[config.mk]
export PLATFORM = sky130hd
export DESIGN_NAME = oam_dma
export DESIGN_NICKNAME = d
export VERILOG_FILES = /design/src/rtl/oam_dma.sv
export SDC_FILE = /design/constraint.sdc
export NUM_CORES = 1
export LEC_CHECK = 0
export CORE_MARGIN = 2
export CORE_UTILIZATION = 39
export CTS_CLUSTER_SIZE = 12
export DETAILED_ROUTE_END_ITERATION = 8
export PLACE_DENSITY = 0.85
export SLEW_MARGIN = 10
export SYNTH_ARGS = -nofsm -noshare
export SYNTH_HDL_FRONTEND = slang
export SYNTH_SLANG_ARGS = --single-unit
[constraint.sdc]
create_clock -name clk -period 2.2 [get_ports clk]
set_input_delay 0.33 -clock clk [delete_from_list [all_inputs] [get_ports clk]]
set_output_delay 0.33 -clock clk [all_outputs]
set_load 0.01 [all_outputs]
[src/rtl/oam_dma.sv]
// Sprite DMA engine: copies one 256-byte CPU page into PPU OAMDATA with
// 2A03-compatible halt/align/read/write cycle timing (513 or 514 CPU cycles).
module oam_dma #(
   parameter logic [15:0] DMA_REG_ADDR = 16'h4014,
   parameter logic [2:0]  OAMDATA_ADDR = 3'd4
) (
   input  logic        clk,
   input  logic        rst,
   input  logic        cpu_ce,
   input  logic [15:0] cpu_addr_i,
   input  logic [7:0]  cpu_data_i,
   input  logic        cpu_we,
   output logic        cpu_rdy,
   output logic        dma_active,
   output logic [15:0] mem_addr,
   output logic        mem_rd,
   input  logic [7:0]  mem_data_i,
   output logic        ppu_cs,
   output logic        ppu_rw,
   output logic [2:0]  ppu_addr,
   output logic [7:0]  ppu_data,
   output logic [2:0]  state_dbg
);

   typedef enum logic [2:0] {
      IDLE  = 3'd0,
      HALT  = 3'd1,
      ALIGN = 3'd2,
      READ  = 3'd3,
      WRITE = 3'd4
   } state_t;

   state_t     state;
   logic [7:0] page;
   logic [7:0] idx;
   logic [7:0] buf_q;
   logic       par;

   always_ff @(posedge clk or negedge rst) begin
      if (!rst) begin
         state   <= IDLE;
         page    <= 8'h00;
         idx     <= 8'h00;
         buf_q   <= 8'h00;
         par     <= 1'b0;
         cpu_rdy <= 1'b1;
      end else begin
         if (cpu_ce)
            par <= ~par;
         case (state)
            // The trigger is taken on any clk, not only on cpu_ce edges.
            IDLE: begin
               if (cpu_we && (cpu_addr_i == DMA_REG_ADDR)) begin
                  page    <= cpu_data_i;
                  idx     <= 8'h00;
                  state   <= HALT;
                  cpu_rdy <= 1'b0;
               end
            end
            HALT: begin
               if (cpu_ce)
                  state <= par ? READ : ALIGN;
            end
            ALIGN: begin
               if (cpu_ce)
                  state <= READ;
            end
            READ: begin
               if (cpu_ce) begin
                  buf_q <= mem_data_i;
                  state <= WRITE;
               end
            end
            WRITE: begin
               if (cpu_ce) begin
                  if (idx == 8'hFF) begin
                     state   <= IDLE;
                     cpu_rdy <= 1'b1;
                     idx     <= 8'h00;
                  end else begin
                     idx   <= idx + 8'd1;
                     state <= READ;
                  end
               end
            end
            default: state <= IDLE;
         endcase
      end
   end

   // Bus outputs decode straight from the registered state so reset clears them at once.
   assign mem_rd     = (state == READ);
   assign ppu_cs     = (state == WRITE);
   assign ppu_rw     = ~(state == WRITE);
   assign ppu_data   = buf_q;
   assign ppu_addr   = OAMDATA_ADDR;
   assign mem_addr   = {page, idx};
   assign dma_active = (state != IDLE);
   assign state_dbg  = state;

endmodule

==> flow_summary_export.csv, run 1 <==
group,metric,value,unit
outcome,status,"completed",
cts,numCtsBuffers,5,
setup_path,rr_startpoint,"state_dbg[1]",
flow_run,max_cap_viol_count,0,
sta,slew_headroom,0.574,
sta,rsz0062_at_grt,"no",
cts,ctsHtreeMaxLevel,2,
synth,async_flop_share,1.00,
die,rows,21,
synth,postSynthAreaPerCell,11.5,sq um
cts,cts.sinks,29,
routing,dr.first_iter.drc_count,23,
min_path,hold_class,"primary input to async pin",
synth,synth_compound_area_frac,0.109,
sta,fmax,467,MHz
placement,place_congestion,0.811,
setup_path,critPathCapture,"page[7]",
routing,drt_wl_total,3.71,mm
setup_path,path_class,"primary input to register",
synth,synth-main-ff-cell,"dfrtp_1",
sta,hold_viol_final,0,
routing,ant_nets,0,
sta,drv_slew,0,
cts,cts.clk_slew.worst_paths,0.10,ns
setup_path,end_kind,"register",
finish,drive_gt1_frac,0.162,
die,die_x,63.6,microns
grt,grt_pass1_vias,1378,
grt,grt_pass1_wl,6.29,mm
setup_path,rr_worst_depth,5,
setup_path,reg2reg_to,"page[7]",
setup_path,crit_chain,"clkdlybuf4s50_1 -> or4_4 -> nor4_4 -> and2_1 -> buf_12 -> mux2_1",
power_and_ir_drop,power_density,858,nW/um^2
finish,layout_common_cells,"clkdlybuf4s50_1 (67), dfrtp_1 (28), o21ai_0 (11)",
setup_path,path_depth,6,
synth,syn_area,1390,sq um
grt,grt_usage,0.201,
routing,wl_per_cell,15.2,microns
power_and_ir_drop,ir_worst_vdd,0.720,mV
setup_path,cp_max_fo,9,
sta,finalCritPeriodShare,0.973,
synth,synth_edf_count,0,
synth,synth_top_family_by_area,"simple AND/OR/NAND/NOR gates",
grt,globalRoute.totalOverflow,0,
cts,cts-root-buf,"clkbuf_4",
synth,yosysWarnings,0,
routing,first_pass_iters,4,
sta,tightestPinTransition,0.634,ns
setup_path,crit_buf_inv,2,
synth,synth_seq_area_share,0.525,
synth,synth_fa_ha_area_frac,0.00903,
setup_path,slowest_stage,"or4_4",
die,core,3360,sq um
cts,cts_tree,"done",
sta,fin_crit,2.14,ns
synth,ys_types,39,
grt,antenna_found_initial,0,
setup_path,critPathTopFamily,"simple AND/OR/NAND/NOR gates",
grt,grt_max_degree,30,
synth,synth_xor_area_frac,0.0126,
setup_path,setup.worst_path.start_class,"primary input",
setup_path,reg2reg_slack,0.17,ns
sta,finalClockSkew,0.0178,ns
setup_path,crit_required,2.41,ns
synth,synthMuxAreaShare,0.130,
sta,whs,0.379,ns
synth,synth_cells,120,
cts,cts_max_path_buffers,2,
sta,setup_ws,0.0603,ns
setup_path,cp-startpoint,"cpu_addr_i[1]",
placement,placed_cells,235,
setup_path,cp_data_arrival_time,2.35,ns
die,start_util,0.412,
routing,via_per_inst,5.11,
cts,clock_latency,0.33,ns
routing,num_vias,1247,
die,ios,71,
power_and_ir_drop,power,0.00189,W
finish,diodes,0,
synth,yosys.area_share.simple,0.179,
placement,port_buffers,67,
setup_path,cpPeakStageDelay,0.54,ns
finish,fin_nets,234,
synth,ys_seq_elements,29,
sta,setup-violations-final,0,
die,die-area,4040,sq um
finish,final_common_cell,"clkdlybuf4s50_1",
finish,fillers,271,
placement,dp_hpwl,2.79,mm
placement,place_ws,-0.253,ns
finish,finalNonFillerCells,244,
finish,area_delta_synth_final,59.1,%
power_and_ir_drop,p_leak,0.947,nW
routing,drc_errors,0,
die,fp.dieH,63.6,microns
## state kept, by name (all words and copies together), names as in the netlist
register and count:
idx 8, page 8, ppu_data 8, state_dbg 3, cpu_rdy 1, par 1
## worst min-delay path by stage
stage | start | end | slack [ns]
after floorplan | rst | idx[0] | 0.03
after global placement | par | par | 0.46
after detailed placement | par | par | 0.47
after CTS | rst | ppu_data[4] | 0.38
after global routing | rst | page[4] | 0.39
final | rst | page[2] | 0.38
## power breakdown
group	switching, W	total [W]	internal (W)
Combinational	0.000327	0.000810	0.000483
Sequential	0.0000966	0.000770	0.000673
Clock	0.000186	0.000310	0.000124
## cells in the mapped netlist (all sizes together), types with 3 or more instances
| cell type | n | area share |
|---|---|---|
| a21oi | 3 | 0.014 |
| buf | 4 | 0.022 |
| dfrtp | 28 | 0.51 |
| nand3b | 4 | 0.022 |
| o21ai | 15 | 0.057 |
| nand2 | 11 | 0.030 |
| nor2 | 6 | 0.016 |
| o31ai | 3 | 0.016 |
| mux2 | 16 | 0.13 |
## worst reg2reg max path: stages (launching register included)
cell and delay (ns):
dfrtp_1 0.39, or3_4 0.41, nor4_4 0.39, and2_1 0.27, buf_12 0.15, mux2_1 0.33
## through the flow
| step | area, sq um | TNS, ns | utilization |
|---|---|---|---|
| floorplan | 1390 | 0 | - |
| global placement | 2140 | -1.86 | 0.637 |
| detailed placement | 2140 | -2.22 | 0.637 |
| CTS | 2200 | 0 | 0.654 |
| global route | 2200 | 0 | 0.655 |
| finish | 2200 | 0 | 0.655 |
## area by class of cell
type / instances / area [sq um] / area share
sequential: 29 / 727 / 0.330
multi-input combinational: 85 / 626 / 0.284
timing repair buffer: 74 / 736 / 0.334
clock inverter: 1 / 5.00 / 0.00227
clock buffer: 7 / 45.0 / 0.0204
inverter: 2 / 7.51 / 0.00341
tap: 46 / 57.6 / 0.0261
## layer usage
metal / part of all wire / global-route usage / vias up
met1: 0.39 / 0.221 / 609
met2: 0.50 / 0.336 / 58
met3: 0.096 / 0.0946 / 4
met5: 0 / 0 / -
met4: 0.011 / 0.0761 / 0
li1: - / - / 576
## repair_timing
item,4_1_cts,5_1_grt
hold buffers,0,0
setup endpoints to repair,1,1
gates resized for setup,0,2
buffers inserted,1,0
pin swaps,0,0
## cells by family (layout without fill, tap and decap cells)
group / after synthesis / count (layout)
other: 2 / 3
AND/OR/NAND/NOR: 38 / 38
flip-flops: 29 / 29
multiplexers: 16 / 16
buffers and inverters: 7 / 84
adder cells (fa/ha/maj): 1 / 1
AO/OA/AOI/OAI: 25 / 25
XOR/XNOR: 2 / 2
(Power assumes the default switching activity.)
==> run 2, diff against run 1 <==
CELL_PAD_IN_SITES_DETAIL_PLACEMENT = 1   (was not set)
CELL_PAD_IN_SITES_GLOBAL_PLACEMENT = 2   (was not set)
CORE_UTILIZATION = 25   (was 39)
PLACE_DENSITY = 0.9   (was 0.85)
clock period = 2.5 ns   (was 2.2 ns; I/O delays follow)
==> run 2 against run 1 <==
  * Sequential power is 9.9% lower
  * Clock-buffer cell count shrank 1
  * Clock power increased by 52%
  * Via count fell by 3.6%
==> flow_summary_export.csv, run 2 (same netlist as run 1, synthesis figures left out) <==
group,metric,value,unit
finish,final_common_cell,"clkdlybuf4s50_1",
routing,num_vias,1202,
sta,slew_headroom,0.520,
cts,ctsHoldBuffers,0,
sta,finalCritPeriodShare,0.846,
finish,fin_nets,231,
grt,globalRoute.totalOverflow,0,
grt,grt_pass1_wl,6.09,mm
cts,cts_max_path_buffers,2,
cts,cts_tree,"done",
setup_path,critPathTopFamily,"buffers and inverters",
setup_path,path_class,"register to output port",
placement,port_buffers,67,
flow_run,max_cap_viol_count,0,
outcome,status,"completed",
cts,ctsHtreeMaxLevel,2,
die,die_x,78.4,microns
finish,diodes,0,
finish,drive_gt1_frac,0.144,
cts,numCtsBuffers,5,
power_and_ir_drop,p_leak,0.957,nW
sta,finalClockSkew,0.00948,ns
die,ios,71,
sta,hold_viol_final,0,
cts,cts-root-buf,"clkbuf_8",
setup_path,crit_buf_inv,2,
cts,cts.clk_slew.worst_paths,0.07,ns
placement,place_ws,0.119,ns
power_and_ir_drop,ir_worst_vdd,0.315,mV
setup_path,cp_max_fo,8,
routing,ant_nets,0,
die,start_util,0.255,
placement,dp_hpwl,2.86,mm
grt,grt_max_degree,30,
cts,cts.sinks,29,
min_path,hold_class,"primary input to async pin",
sta,tightestPinTransition,0.713,ns
die,fp.dieH,78.4,microns
setup_path,cpPeakStageDelay,0.55,ns
routing,first_pass_iters,4,
finish,area_delta_synth_final,63.6,%
sta,fmax,473,MHz
sta,setup-violations-final,0,
placement,place_congestion,0.700,
routing,drc_errors,0,
sta,drv_slew,0,
die,die-area,6150,sq um
cts,clock_latency,0.28,ns
setup_path,crit_required,2.12,ns
finish,layout_common_cells,"clkdlybuf4s50_1 (67), dfrtp_1 (28), nand2_1 (11), o21ai_0 (11)",
die,core,5440,sq um
finish,fillers,604,
cts,ctsResizeCount,0,
routing,dr.first_iter.drc_count,35,
routing,via_per_inst,4.50,
die,rows,27,
sta,rsz0062_at_grt,"no",
setup_path,setup.worst_path.start_class,"register",
setup_path,slowest_stage,"clkdlybuf4s50_1",
routing,drt_wl_total,3.71,mm
setup_path,cp_data_arrival_time,1.74,ns
setup_path,crit_chain,"nor2_1 -> nand2_1 -> inv_2 -> clkdlybuf4s50_1",
grt,grt_usage,0.128,
sta,finalSetupTns,0,ns
routing,wl_per_cell,13.9,microns
power_and_ir_drop,power_density,795,nW/um^2
sta,setup_ws,0.385,ns
grt,antenna_found_initial,0,
setup_path,end_kind,"output port",
sta,fin_crit,2.11,ns
grt,grt_pass1_vias,1245,
cts,post_cts_buffers,0,
-- run 2: changes by cell type in the layout (fill, tap and decap cells not counted) --
cell | before | now
clkbuf_4 | 5 | 0
clkbuf_8 | 0 | 5
buf_4 | 6 | 3
bufinv_16 | 0 | 1
clkbuf_1 | 2 | 1
nand2_1 | 10 | 11
nand2_2 | 1 | 0
nor2_1 | 5 | 6
nor2_2 | 1 | 0
-- run 2: final timing paths --
kind / startpoint / to / slack, ns / cells after the start
max: state_dbg[1] / ppu_cs / 0.39 / 4
min: rst / state_dbg[2] / 0.49 / 2
max reg2reg: idx[0] / idx[3] / 0.46 / 6
min reg2reg: page[2] / page[2] / 0.49 / 1
max in group asynchronous: rst / cpu_rdy / 1.69 / 2
min in group clk: page[2] / page[2] / 0.49 / 1
-- run 2: metal layers --
metal / wire [microns] / up-vias / track usage / part of all wire
met4: 49 / 0 / 0.0421 / 0.013
met3: 265 / 5 / 0.0425 / 0.071
met1: 1570 / 581 / 0.158 / 0.42
li1: - / 570 / - / -
met2: 1830 / 46 / 0.210 / 0.49
met5: 0 / - / 0 / 0
-- run 2: worst reg2reg max path: cells and delay by family (launching register included) --
kind                     cells  cell delay, ns
AO/OA/AOI/OAI                3            0.95
adder cells (fa/ha/maj)      1            0.24
flip-flops                   1            0.42
AND/OR/NAND/NOR              2            0.29
-- run 2: layout make-up --
cell class	count	area, sq um	share of cell area
Clock inverter	2	35.0	0.0155
Multi-Input combinational cell	85	621	0.274
Inverter	2	7.51	0.00331
Tap cell	72	90.1	0.0398
Sequential cell	29	727	0.321
Clock buffer	6	72.6	0.0320
Timing Repair Buffer	71	713	0.315
-- run 2: power breakdown --
| part | internal, W | total (W) | switching [W] | leakage [nW] |
|---|---|---|---|---|
| clock | 0.000295 | 0.000470 | 0.000175 | 0.0552 |
| sequential | 0.000593 | 0.000694 | 0.000101 | 0.377 |
| combinational | 0.000395 | 0.000638 | 0.000243 | 0.525 |
-- run 2: stage by stage --
step	power (W)	cells	hold slack (ns)	utilization	cell area [sq um]
6_report	0.00180	267	0.486	0.417	2270
5_1_grt	0.00192	267	0.506	0.417	2270
4_1_cts	0.00184	267	0.490	0.417	2270
3_5_place_dp	0.00136	259	0.478	0.397	2160
3_3_place_gp	0.00134	259	0.457	0.397	2160
2_1_floorplan	0.000967	121	0.0794	-	1390
